===== src/rtl/frame_sequencer.sv =====
// -----------------------------------------------------------------------------
// frame_sequencer
//
// Per-frame controller for the GPU back end. One frame runs through:
//   1. z-buffer clear
//   2. the rasterizer, one triangle at a time, for each triangle of the frame
//   3. a wireframe SRAM bank flip
//   4. a parallel colorloop pass across NUM_CF_MODS modules
//   5. a frame-buffer flip aligned to display vsync
//
// This block is the only driver of ras_start, cl_start, wf_flip and fb_flip.
//
// Ports
//   clk, rst        rising-edge clock; asynchronous active-high reset
//   frame_start     frame request, honoured only in IDLE
//   tri_count       triangles in the frame, latched with an accepted frame_start
//   zb_clear_start  1-cycle pulse to the z-buffer clear engine
//   zb_clear_done   completion pulse from the z-buffer clear engine
//   ras_start       1-cycle pulse: rasterize triangle tri_idx
//   tri_idx         current triangle index
//   ras_done        rasterizer finished the current triangle
//   wf_flip         1-cycle pulse: swap wireframe SRAM banks
//   cl_start        1-cycle pulse to every colorloop module, all bits together
//   cl_done         per-module completion pulses, any order or overlap
//   vsync           display vertical-sync pulse
//   fb_flip         1-cycle pulse: swap frame-buffer banks
//   busy            high in every state except IDLE
//   frame_done      1-cycle pulse at the end of a frame
//   frame_drop      1-cycle pulse: a frame_start arrived while busy
//
// Every output is a register. Each pulse is set on the same clock edge as the
// state transition that issues it, so the pulse is high for the whole first
// cycle of the new state.
// -----------------------------------------------------------------------------
module frame_sequencer #(
  parameter int NUM_CF_MODS = 4,
  parameter int TRI_CNT_W   = 10
) (
  input  logic                   clk,
  input  logic                   rst,
  input  logic                   frame_start,
  input  logic [TRI_CNT_W-1:0]   tri_count,
  output logic                   zb_clear_start,
  input  logic                   zb_clear_done,
  output logic                   ras_start,
  output logic [TRI_CNT_W-1:0]   tri_idx,
  input  logic                   ras_done,
  output logic                   wf_flip,
  output logic [NUM_CF_MODS-1:0] cl_start,
  input  logic [NUM_CF_MODS-1:0] cl_done,
  input  logic                   vsync,
  output logic                   fb_flip,
  output logic                   busy,
  output logic                   frame_done,
  output logic                   frame_drop
);

  typedef enum logic [2:0] {
    S_IDLE       = 3'd0,
    S_ZCLR       = 3'd1,
    S_RAS_ISSUE  = 3'd2,
    S_RAS_WAIT   = 3'd3,
    S_WF_FLIP    = 3'd4,
    S_CL_WAIT    = 3'd5,
    S_VSYNC_WAIT = 3'd6,
    S_DONE       = 3'd7
  } state_t;

  localparam logic [NUM_CF_MODS-1:0] ALL_DONE = {NUM_CF_MODS{1'b1}};
  localparam logic [TRI_CNT_W-1:0]   TRI_ONE  = {{(TRI_CNT_W-1){1'b0}}, 1'b1};

  state_t                 state_r;
  logic [TRI_CNT_W-1:0]   cnt_r;
  logic [NUM_CF_MODS-1:0] done_mask_r;
  logic [NUM_CF_MODS-1:0] done_mask_next_s;

  // Sticky completion set including this cycle's pulses. This lets a module
  // finishing in the same cycle as the last outstanding one close the pass
  // immediately.
  always_comb begin
    done_mask_next_s = done_mask_r | cl_done;
  end

  // Frame sequencing state machine. All outputs are updated alongside the state.
  always_ff @(posedge clk or posedge rst) begin
    if (rst) begin
      state_r        <= S_IDLE;
      cnt_r          <= {TRI_CNT_W{1'b0}};
      done_mask_r    <= {NUM_CF_MODS{1'b0}};
      tri_idx        <= {TRI_CNT_W{1'b0}};
      zb_clear_start <= 1'b0;
      ras_start      <= 1'b0;
      wf_flip        <= 1'b0;
      cl_start       <= {NUM_CF_MODS{1'b0}};
      fb_flip        <= 1'b0;
      busy           <= 1'b0;
      frame_done     <= 1'b0;
      frame_drop     <= 1'b0;
    end else begin
      // Pulses default low; only the issuing transition raises them.
      zb_clear_start <= 1'b0;
      ras_start      <= 1'b0;
      wf_flip        <= 1'b0;
      cl_start       <= {NUM_CF_MODS{1'b0}};
      fb_flip        <= 1'b0;
      frame_done     <= 1'b0;
      // A request in any non-IDLE state, DONE included, is dropped and reported.
      frame_drop     <= frame_start && (state_r != S_IDLE);

      case (state_r)
        S_IDLE: begin
          if (frame_start) begin
            cnt_r          <= tri_count;
            tri_idx        <= {TRI_CNT_W{1'b0}};
            zb_clear_start <= 1'b1;
            busy           <= 1'b1;
            state_r        <= S_ZCLR;
          end else begin
            state_r        <= S_IDLE;
          end
        end

        S_ZCLR: begin
          if (zb_clear_done) begin
            if (cnt_r == {TRI_CNT_W{1'b0}}) begin
              // An empty frame skips the rasterizer entirely.
              wf_flip   <= 1'b1;
              state_r   <= S_WF_FLIP;
            end else begin
              ras_start <= 1'b1;
              state_r   <= S_RAS_ISSUE;
            end
          end else begin
            state_r <= S_ZCLR;
          end
        end

        // ras_start is high in this cycle. ras_done is deliberately not looked
        // at here, so the pulses are always at least two cycles apart.
        S_RAS_ISSUE: begin
          state_r <= S_RAS_WAIT;
        end

        S_RAS_WAIT: begin
          if (ras_done) begin
            // cnt_r is non-zero here, so cnt_r - 1 cannot wrap.
            if (tri_idx == (cnt_r - TRI_ONE)) begin
              wf_flip   <= 1'b1;
              state_r   <= S_WF_FLIP;
            end else begin
              tri_idx   <= tri_idx + TRI_ONE;
              ras_start <= 1'b1;
              state_r   <= S_RAS_ISSUE;
            end
          end else begin
            state_r <= S_RAS_WAIT;
          end
        end

        S_WF_FLIP: begin
          done_mask_r <= {NUM_CF_MODS{1'b0}};
          cl_start    <= ALL_DONE;
          state_r     <= S_CL_WAIT;
        end

        S_CL_WAIT: begin
          done_mask_r <= done_mask_next_s;
          if (done_mask_next_s == ALL_DONE) begin
            state_r <= S_VSYNC_WAIT;
          end else begin
            state_r <= S_CL_WAIT;
          end
        end

        // vsync is only meaningful here; earlier pulses never reach this branch.
        S_VSYNC_WAIT: begin
          if (vsync) begin
            fb_flip <= 1'b1;
            state_r <= S_DONE;
          end else begin
            state_r <= S_VSYNC_WAIT;
          end
        end

        S_DONE: begin
          frame_done <= 1'b1;
          busy       <= 1'b0;
          state_r    <= S_IDLE;
        end

        default: begin
          busy    <= 1'b0;
          state_r <= S_IDLE;
        end
      endcase
    end
  end

endmodule


===== config.mk =====
export PLATFORM = sky130hd
export DESIGN_NAME = frame_sequencer
export DESIGN_NICKNAME = d
export VERILOG_FILES = /design/src/rtl/frame_sequencer.sv
export SDC_FILE = /design/constraint.sdc
export NUM_CORES = 1
export LEC_CHECK = 0
export BUFFER_PORTS_ARGS = -buffer_cell sky130_fd_sc_hd__buf_2
export CORE_ASPECT_RATIO = 2
export CORE_UTILIZATION = 45
export CTS_BUF_LIST = sky130_fd_sc_hd__clkbuf_16
export DETAILED_ROUTE_END_ITERATION = 12
export GPL_ROUTABILITY_DRIVEN = 0
export GPL_TIMING_DRIVEN = 0
export PLACE_DENSITY = 0.75
export SLEW_MARGIN = 20
export SYNTH_ARGS = -nofsm -noshare
export SYNTH_HDL_FRONTEND = slang
export SYNTH_SLANG_ARGS = --single-unit
export TNS_END_PERCENT = 30

===== constraint.sdc =====
create_clock -name clk -period 3 [get_ports clk]
set_clock_uncertainty 0.05 [all_clocks]
set_input_delay 0.6 -clock clk [delete_from_list [all_inputs] [get_ports clk]]
set_output_delay 0.6 -clock clk [all_outputs]
set_load 0.02 [all_outputs]

==> run summary, run 1 <==
Outcome = complete, no violations
Antenna Violating Nets Remaining = 0
Setup WS post-layout = 0.338 ns
Max_slew headroom = 0.496
FMAX = 376 MHz
CTS root buf = clkbuf_16
# rows = 33
Drt via density = 5.51
Die area = 4550 µm²
Worst-path clk slew = 0.06 ns
Ant diodes = 0
Reg2reg path depth = 10
CTS buffer count = 5
Crit path kind = reg2reg
Final net count = 282
Dpl ws = 0.346 ns
Largest fanout on the critical path = 10
Post-synth EDFFs = 0
Arr. time, crit path = 2.76 ns
Pwr Density = 865 nW/µm²
Flops & latches, synth = 35
Drt drc = 0
Syn Std Cell Area = 1920 µm²
TritonCTS clock tree = built
Layout cells sized above 1 = 0.234
CP endpoint = tri_idx[9]
Nature of the critical path endpoint = flop
Worst slew pin tran = 0.755 ns
R2r endpoint = tri_idx[9]
Reg2Reg Setup Slack = 0.34 ns
DRT Pass-1 Iters = 4
Initial core utilization = 0.470
Total GRT Usage = 0.221
Critical Path Source = cnt_r[0]
RSZ-0062 raised after global routing = false
Area Growth Syn to Fin = 21.2%
Post_cts resized = 0
Initial DRC Count = 40
Core ar. = 4090 µm²
First-pass GRT wire length = 7140 µm
VDD IR max = 0.493 mV
# clock sinks = 35
FFs w/ async S/R, synth = 1.00
Setup TNS Final = 0 ns
Grt ovf = 0
Leak = 1.14 nW
Fin util = 0.570
Final Hold Fails = 0
Prevailing post-synth register cell = dfrtp_1
Ys Warns = 0
Final Cycle Share = 0.887
Netlist cell types = 46
Hold-fix buffer count after cts = 0
Avg WL per Cell = 14.1 µm
Max-Cap Viols = 0
Hold crit path type = in2async
Minimum clock period = 2.66 ns
DR vias = 1,724
DIE HEIGHT = 94.4 µm
Syn Inst Count = 213
Pin count of the biggest net entering global routing = 36
Setup crit start kind = flop
# fillers = 379
PortBufs = 40
Initial antenna violation count = 0
Die width = 48.2 µm
Clk_lat worst skew = 0.28 ns
# setup viols final = 0
Slew Viols, Final = 0
Critical R2R Launch = cnt_r[0]
Mean Syn Cell Area = 9.02 µm²
Worst hold margin = 0.402 ns
# H-tree levels = 2
Io pins = 41
Final WL = 4410 µm
Dpl hpwl = 3280 µm
Post-Syn Nets = 235
Seq/Total Area, Yosys = 0.456
Vias in the first global route = 1,591
Req. time, crit path = 3.09 ns
Clock tree buffer depth = 2
Postcts setup bufs = 0
## how the worst min path moves through the flow
| stage | from | endpoint | slack (ns) | depth (start not counted) |
|---|---|---|---|---|
| after floorplan | done_mask_r[1] | done_mask_r[1] | 0.41 | 2 |
| after global placement | done_mask_r[2] | done_mask_r[2] | 0.43 | 2 |
| after detailed placement | done_mask_r[2] | done_mask_r[2] | 0.44 | 2 |
| after CTS | rst | fb_flip | 0.43 | 2 |
| after global routing | tri_count[4] | cnt_r[4] | 0.46 | 3 |
| final | rst | frame_done | 0.40 | 2 |
## layout make-up
| class | instances | area, µm² | share of cell area |
|---|---|---|---|
| Clock buffer | 5 | 125 | 0.0537 |
| Clock inverter | 3 | 16.3 | 0.00699 |
| Buffer | 11 | 58.8 | 0.0253 |
| Tap cell | 52 | 65.1 | 0.0279 |
| Inverter | 7 | 26.3 | 0.0113 |
| Multi-Input combinational cell | 160 | 961 | 0.413 |
| Sequential cell | 35 | 876 | 0.376 |
| Timing Repair Buffer | 40 | 200 | 0.0860 |
## kinds of logic (layout without fill, tap and decap cells)
logic type / count (synthesis) / in the layout / share of synthesized area
xor gates and xnor gates: 13 / 13 / 0.0592
and+or+nand+nor: 99 / 99 / 0.270
AOI/OAI and AO/OA: 41 / 41 / 0.132
adders and majority gates: 2 / 2 / 0.0130
DFF: 35 / 35 / 0.456
buffers and inverters: 18 / 66 / 0.0443
muxes: 5 / 5 / 0.0267
## critical path: stages (launching register included)
cell and delay [ns]:
dfrtp_1 0.41, inv_1 0.08, ha_1 0.35, nor4b_4 0.39
a211oi_1 0.09, o221ai_1 0.21, nand3_1 0.14, and3_4 0.20
buf_4 0.17, o41ai_1 0.34, a21oi_1 0.10
## report_power, final
| group | internal (mW) | switching (mW) |
|---|---|---|
| Combinational | 0.318 | 0.443 |
| Clock | 0.303 | 0.195 |
| Sequential | 0.607 | 0.149 |
| Total | 1.23 | 0.788 |
## layer usage
metal,routed length (µm),vias up,global-route usage
li1,-,841,-
met1,1620,830,0.240
met2,2530,42,0.386
met3,153,11,0.0459
met4,104,0,0.0880
met5,0,-,0
## cells in the mapped netlist, types with 2 or more instances
library cell | instances | area share
nand2_1 | 38 | 0.074
dfrtp_1 | 35 | 0.46
o21ai_0 | 14 | 0.036
nor2_1 | 13 | 0.025
a21oi_1 | 10 | 0.026
nand3_1 | 10 | 0.026
or3_1 | 8 | 0.026
inv_1 | 7 | 0.014
xnor2_1 | 7 | 0.032
nor3_1 | 6 | 0.016
xor2_1 | 6 | 0.027
clkbuf_1 | 5 | 0.0098
buf_4 | 4 | 0.016
mux2i_1 | 4 | 0.021
and2_1 | 3 | 0.0098
nor2b_1 | 3 | 0.0098
nor3b_1 | 3 | 0.012
o22ai_1 | 3 | 0.0098
o31ai_1 | 3 | 0.012
buf_2 | 2 | 0.0052
ha_1 | 2 | 0.013
nand4_1 | 2 | 0.0065
or4_1 | 2 | 0.0078
## per-stage QoR
stage / std cells / power [mW] / instance area [µm²]
final: 313 / 2.02 / 2330
after global placement: 305 / 1.50 / 2190
after detailed placement: 305 / 1.53 / 2190
after CTS: 313 / 2.03 / 2330
after global routing: 313 / 2.15 / 2330
after floorplan: 213 / 1.32 / 1920
## registers in the layout, summed over array words and instances, names as in the netlist
signal / count
cl_start: 1
done_mask_r: 4
busy: 1
cnt_r: 10
wf_flip: 1
ras_start: 1
fb_flip: 1
frame_done: 1
state_r: 3
tri_idx: 10
zb_clear_start: 1
frame_drop: 1
## layout by cell type (no fill, tap or decap), drive strengths merged, types with 4 or more instances in the layout
cell type and instances:
inv 8, nand3 10, nor2 14, xor2 6, xnor2 7, or3 8, clkbuf 10, mux2i 4
a21oi 10, dfrtp 35, nor3 7, buf 46, nand2 38, o21ai 14
Power figures use the tool's default switching activity.
==> run 2, diff against run 1 <==
==> constraint.sdc (replaced) <==
create_clock -name clk -period 2.5 [get_ports clk]
set_clock_uncertainty 0.05 [all_clocks]
set_input_delay 0.5 -clock clk [delete_from_list [all_inputs] [get_ports clk]]
set_output_delay 0.5 -clock clk [all_outputs]
set_load 0.005 [all_outputs]
==> run 2 against run 1 <==
Against the previous run: cell count is 0.64% higher; via count down 0.52%; hold slack lost 0.10 ns; register-to-register slack worse by 0.28 ns; critical path depth decreased by 1; clock power grew 20%; power grew 21%; setup slack got worse by 0.28 ns; sequential share of layout area down 0.73 points; largest cell class unchanged.
==> run summary, run 2 (same netlist as run 1, synthesis figures left out) <==
PortBufs = 40 (unchanged)
# H-tree levels = 2 (unchanged)
Delay-heaviest family, CP = simple AND/OR/NAND/NOR gates (was compound AO/OA/AOI/OAI gates)
Outcome = complete, no violations (unchanged)
Crit-path max cell delay = 0.53 ns (was 0.41 ns)
Io pins = 41 (unchanged)
Sequential share of power = 0.374 (was 0.375)
# clock sinks = 35 (unchanged)
Critical Path Source = cnt_r[0] (unchanged)
Drt via density = 5.44 (was 5.51)
Total GRT Usage = 0.220 (was 0.221)
# setup viols final = 0 (unchanged)
Max-Cap Viols = 0 (unchanged)
CP Buf/Inv Count = 1 (was 2)
Largest fanout on the critical path = 7 (was 10)
Area Growth Syn to Fin = 23.6% (was 21.2%)
Worst slew pin tran = 0.750 ns (was 0.755 ns)
Final Hold Fails = 0 (unchanged)
Initial core utilization = 0.470 (unchanged)
CTS buffer count = 5 (unchanged)
Non-Filler Instances = 315 (was 313)
Grt ovf = 0 (unchanged)
# rows = 33 (unchanged)
Slew Viols, Final = 0 (unchanged)
Pwr Density = 1020 nW/µm² (was 865 nW/µm²)
Vias in the first global route = 1,588 (was 1,591)
FMAX = 409 MHz (was 376 MHz)
Layout cells sized above 1 = 0.259 (was 0.234)
Critical R2R Launch = cnt_r[0] (unchanged)
Initial DRC Count = 37 (was 40)
Antenna Violating Nets Remaining = 0 (unchanged)
Hold-fix buffer count after cts = 0 (unchanged)
Final Cycle Share = 0.978 (was 0.887)
Hold crit path type = in2async (unchanged)
P_sw = 0.916 mW (was 0.788 mW)
# placed instances = 305 (unchanged)
Ant diodes = 0 (unchanged)
Final net count = 284 (was 282)
Largest registers = cnt_r (10), tri_idx (10), done_mask_r (4) (unchanged)
Commonest non-fill, non-tap cell in the layout = buf_2 (unchanged)
Sw frac = 0.377 (was 0.391)
Req. time, crit path = 2.65 ns (was 3.09 ns)
VDD IR max = 0.595 mV (was 0.493 mV)
Avg WL per Cell = 14.3 µm (was 14.1 µm)
Max_slew headroom = 0.499 (was 0.496)
DIE HEIGHT = 94.4 µm (unchanged)
Final WL = 4520 µm (was 4410 µm)
DR vias = 1,715 (was 1,724)
Setup crit start kind = flop (unchanged)
Initial antenna violation count = 0 (unchanged)
Leak = 1.15 nW (was 1.14 nW)
First-pass GRT wire length = 7130 µm (was 7140 µm)
Power share of the clock group = 0.246 (was 0.247)
DRT Pass-1 Iters = 4 (unchanged)
Die area = 4550 µm² (unchanged)
Die width = 48.2 µm (unchanged)
Minimum clock period = 2.44 ns (was 2.66 ns)
Post-route cell area = 2370 µm² (was 2330 µm²)
Combinational share of power = 0.380 (was 0.377)
Nature of the critical path endpoint = flop (unchanged)
Cell Int Power = 1.51 mW (was 1.23 mW)
TritonCTS clock tree = built (unchanged)
Clk_lat worst skew = 0.28 ns (about the same)
Arr. time, crit path = 2.59 ns (was 2.76 ns)
Drt drc = 0 (unchanged)
Worst-path clk slew = 0.05 ns (was 0.06 ns)
RSZ-0062 raised after global routing = true (was false)
Worst path slowest cell = or4_1 (was dfrtp_1)
Dpl hpwl = 3280 µm (unchanged)
Clock tree buffer depth = 2 (unchanged)
Placed inst area = 2190 µm² (unchanged)
Crit path kind = reg2reg (unchanged)
Reg2Reg Setup Slack = 0.06 ns (was 0.34 ns)
Pin count of the biggest net entering global routing = 36 (unchanged)
CTS root buf = clkbuf_16 (unchanged)
Commonest non-fill, non-tap cells in the layout = 42 x buf_2, 38 x nand2_1, 35 x dfrtp_1, 13 x nor2_1, 13 x o21ai_0 (was 42 x buf_2, 38 x nand2_1, 35 x dfrtp_1, 14 x o21ai_0, 13 x nor2_1)
Core ar. = 4090 µm² (unchanged)
Crit-path cells = inv_2, ha_4, nor4b_4, a211oi_1, o221ai_1, nand3_1, and3_4, or4_1, a21oi_2 (was inv_1, ha_1, nor4b_4, a211oi_1, o221ai_1, nand3_1, and3_4, buf_4, o41ai_1, a21oi_1)
## run 2: cell types whose count changed in the layout (fill, tap and decap cells not counted), sizes merged
cell and delta:
buf +2
## run 2: final timing paths
path	end	cells after the start
worst max-delay path	tri_idx[6]	9
worst min-delay path	frame_done	2
worst max register to register	tri_idx[6]	9
worst min register to register	done_mask_r[1]	2
max in group asynchronous	cnt_r[6]	2
min in group clk	cnt_r[4]	3
## run 2: cell type report
class	count	area, µm²
Timing Repair Buffer	42	215
Inverter	7	26.3
Clock inverter	3	16.3
Multi-Input combinational cell	160	988
Buffer	11	62.6
Sequential cell	35	876
Tap cell	52	65.1
Clock buffer	5	125
Fill cell	371	1710
## run 2: per-stage QoR
stage               hold WS, ns   util  TNS, ns  worst slack, ns  power, mW
finish                    0.300  0.581        0           0.0558       2.43
global route              0.360  0.581  -0.0484          -0.0253       2.59
CTS                       0.331  0.573        0          0.00242       2.41
detailed placement        0.439  0.535    -1.04           -0.154       1.78
global placement          0.427  0.535   -0.373          -0.0896       1.75
floorplan                 0.413      -        0            0.200       1.53
## run 2: power by group through the flow
| stage | Sequential, mW | Combinational (mW) | Clock (mW) |
|---|---|---|---|
| detailed placement | 0.916 | 0.866 | 0 |
| finish | 0.908 | 0.922 | 0.599 |
| floorplan | 0.881 | 0.653 | 0 |
| global placement | 0.912 | 0.840 | 0 |
| global route | 0.932 | 1.03 | 0.625 |
| CTS | 0.908 | 0.898 | 0.603 |
## run 2: timing repair
item / 4_1_cts / 5_1_grt
gates resized for setup: 2 / 6
pin swaps: 1 / 6
buffers inserted: 0 / 2
endpoints found under the hold margin: 0 / 0
setup endpoints to repair: 13 / 9
## run 2: routing by layer
| layer | track usage | vias up | wire, µm |
|---|---|---|---|
| met1 | 0.239 | 831 | 1660 |
| met2 | 0.386 | 32 | 2600 |
| li1 | - | 845 | - |
| met5 | 0 | - | 0 |
| met3 | 0.0459 | 7 | 141 |
| met4 | 0.0880 | 0 | 105 |
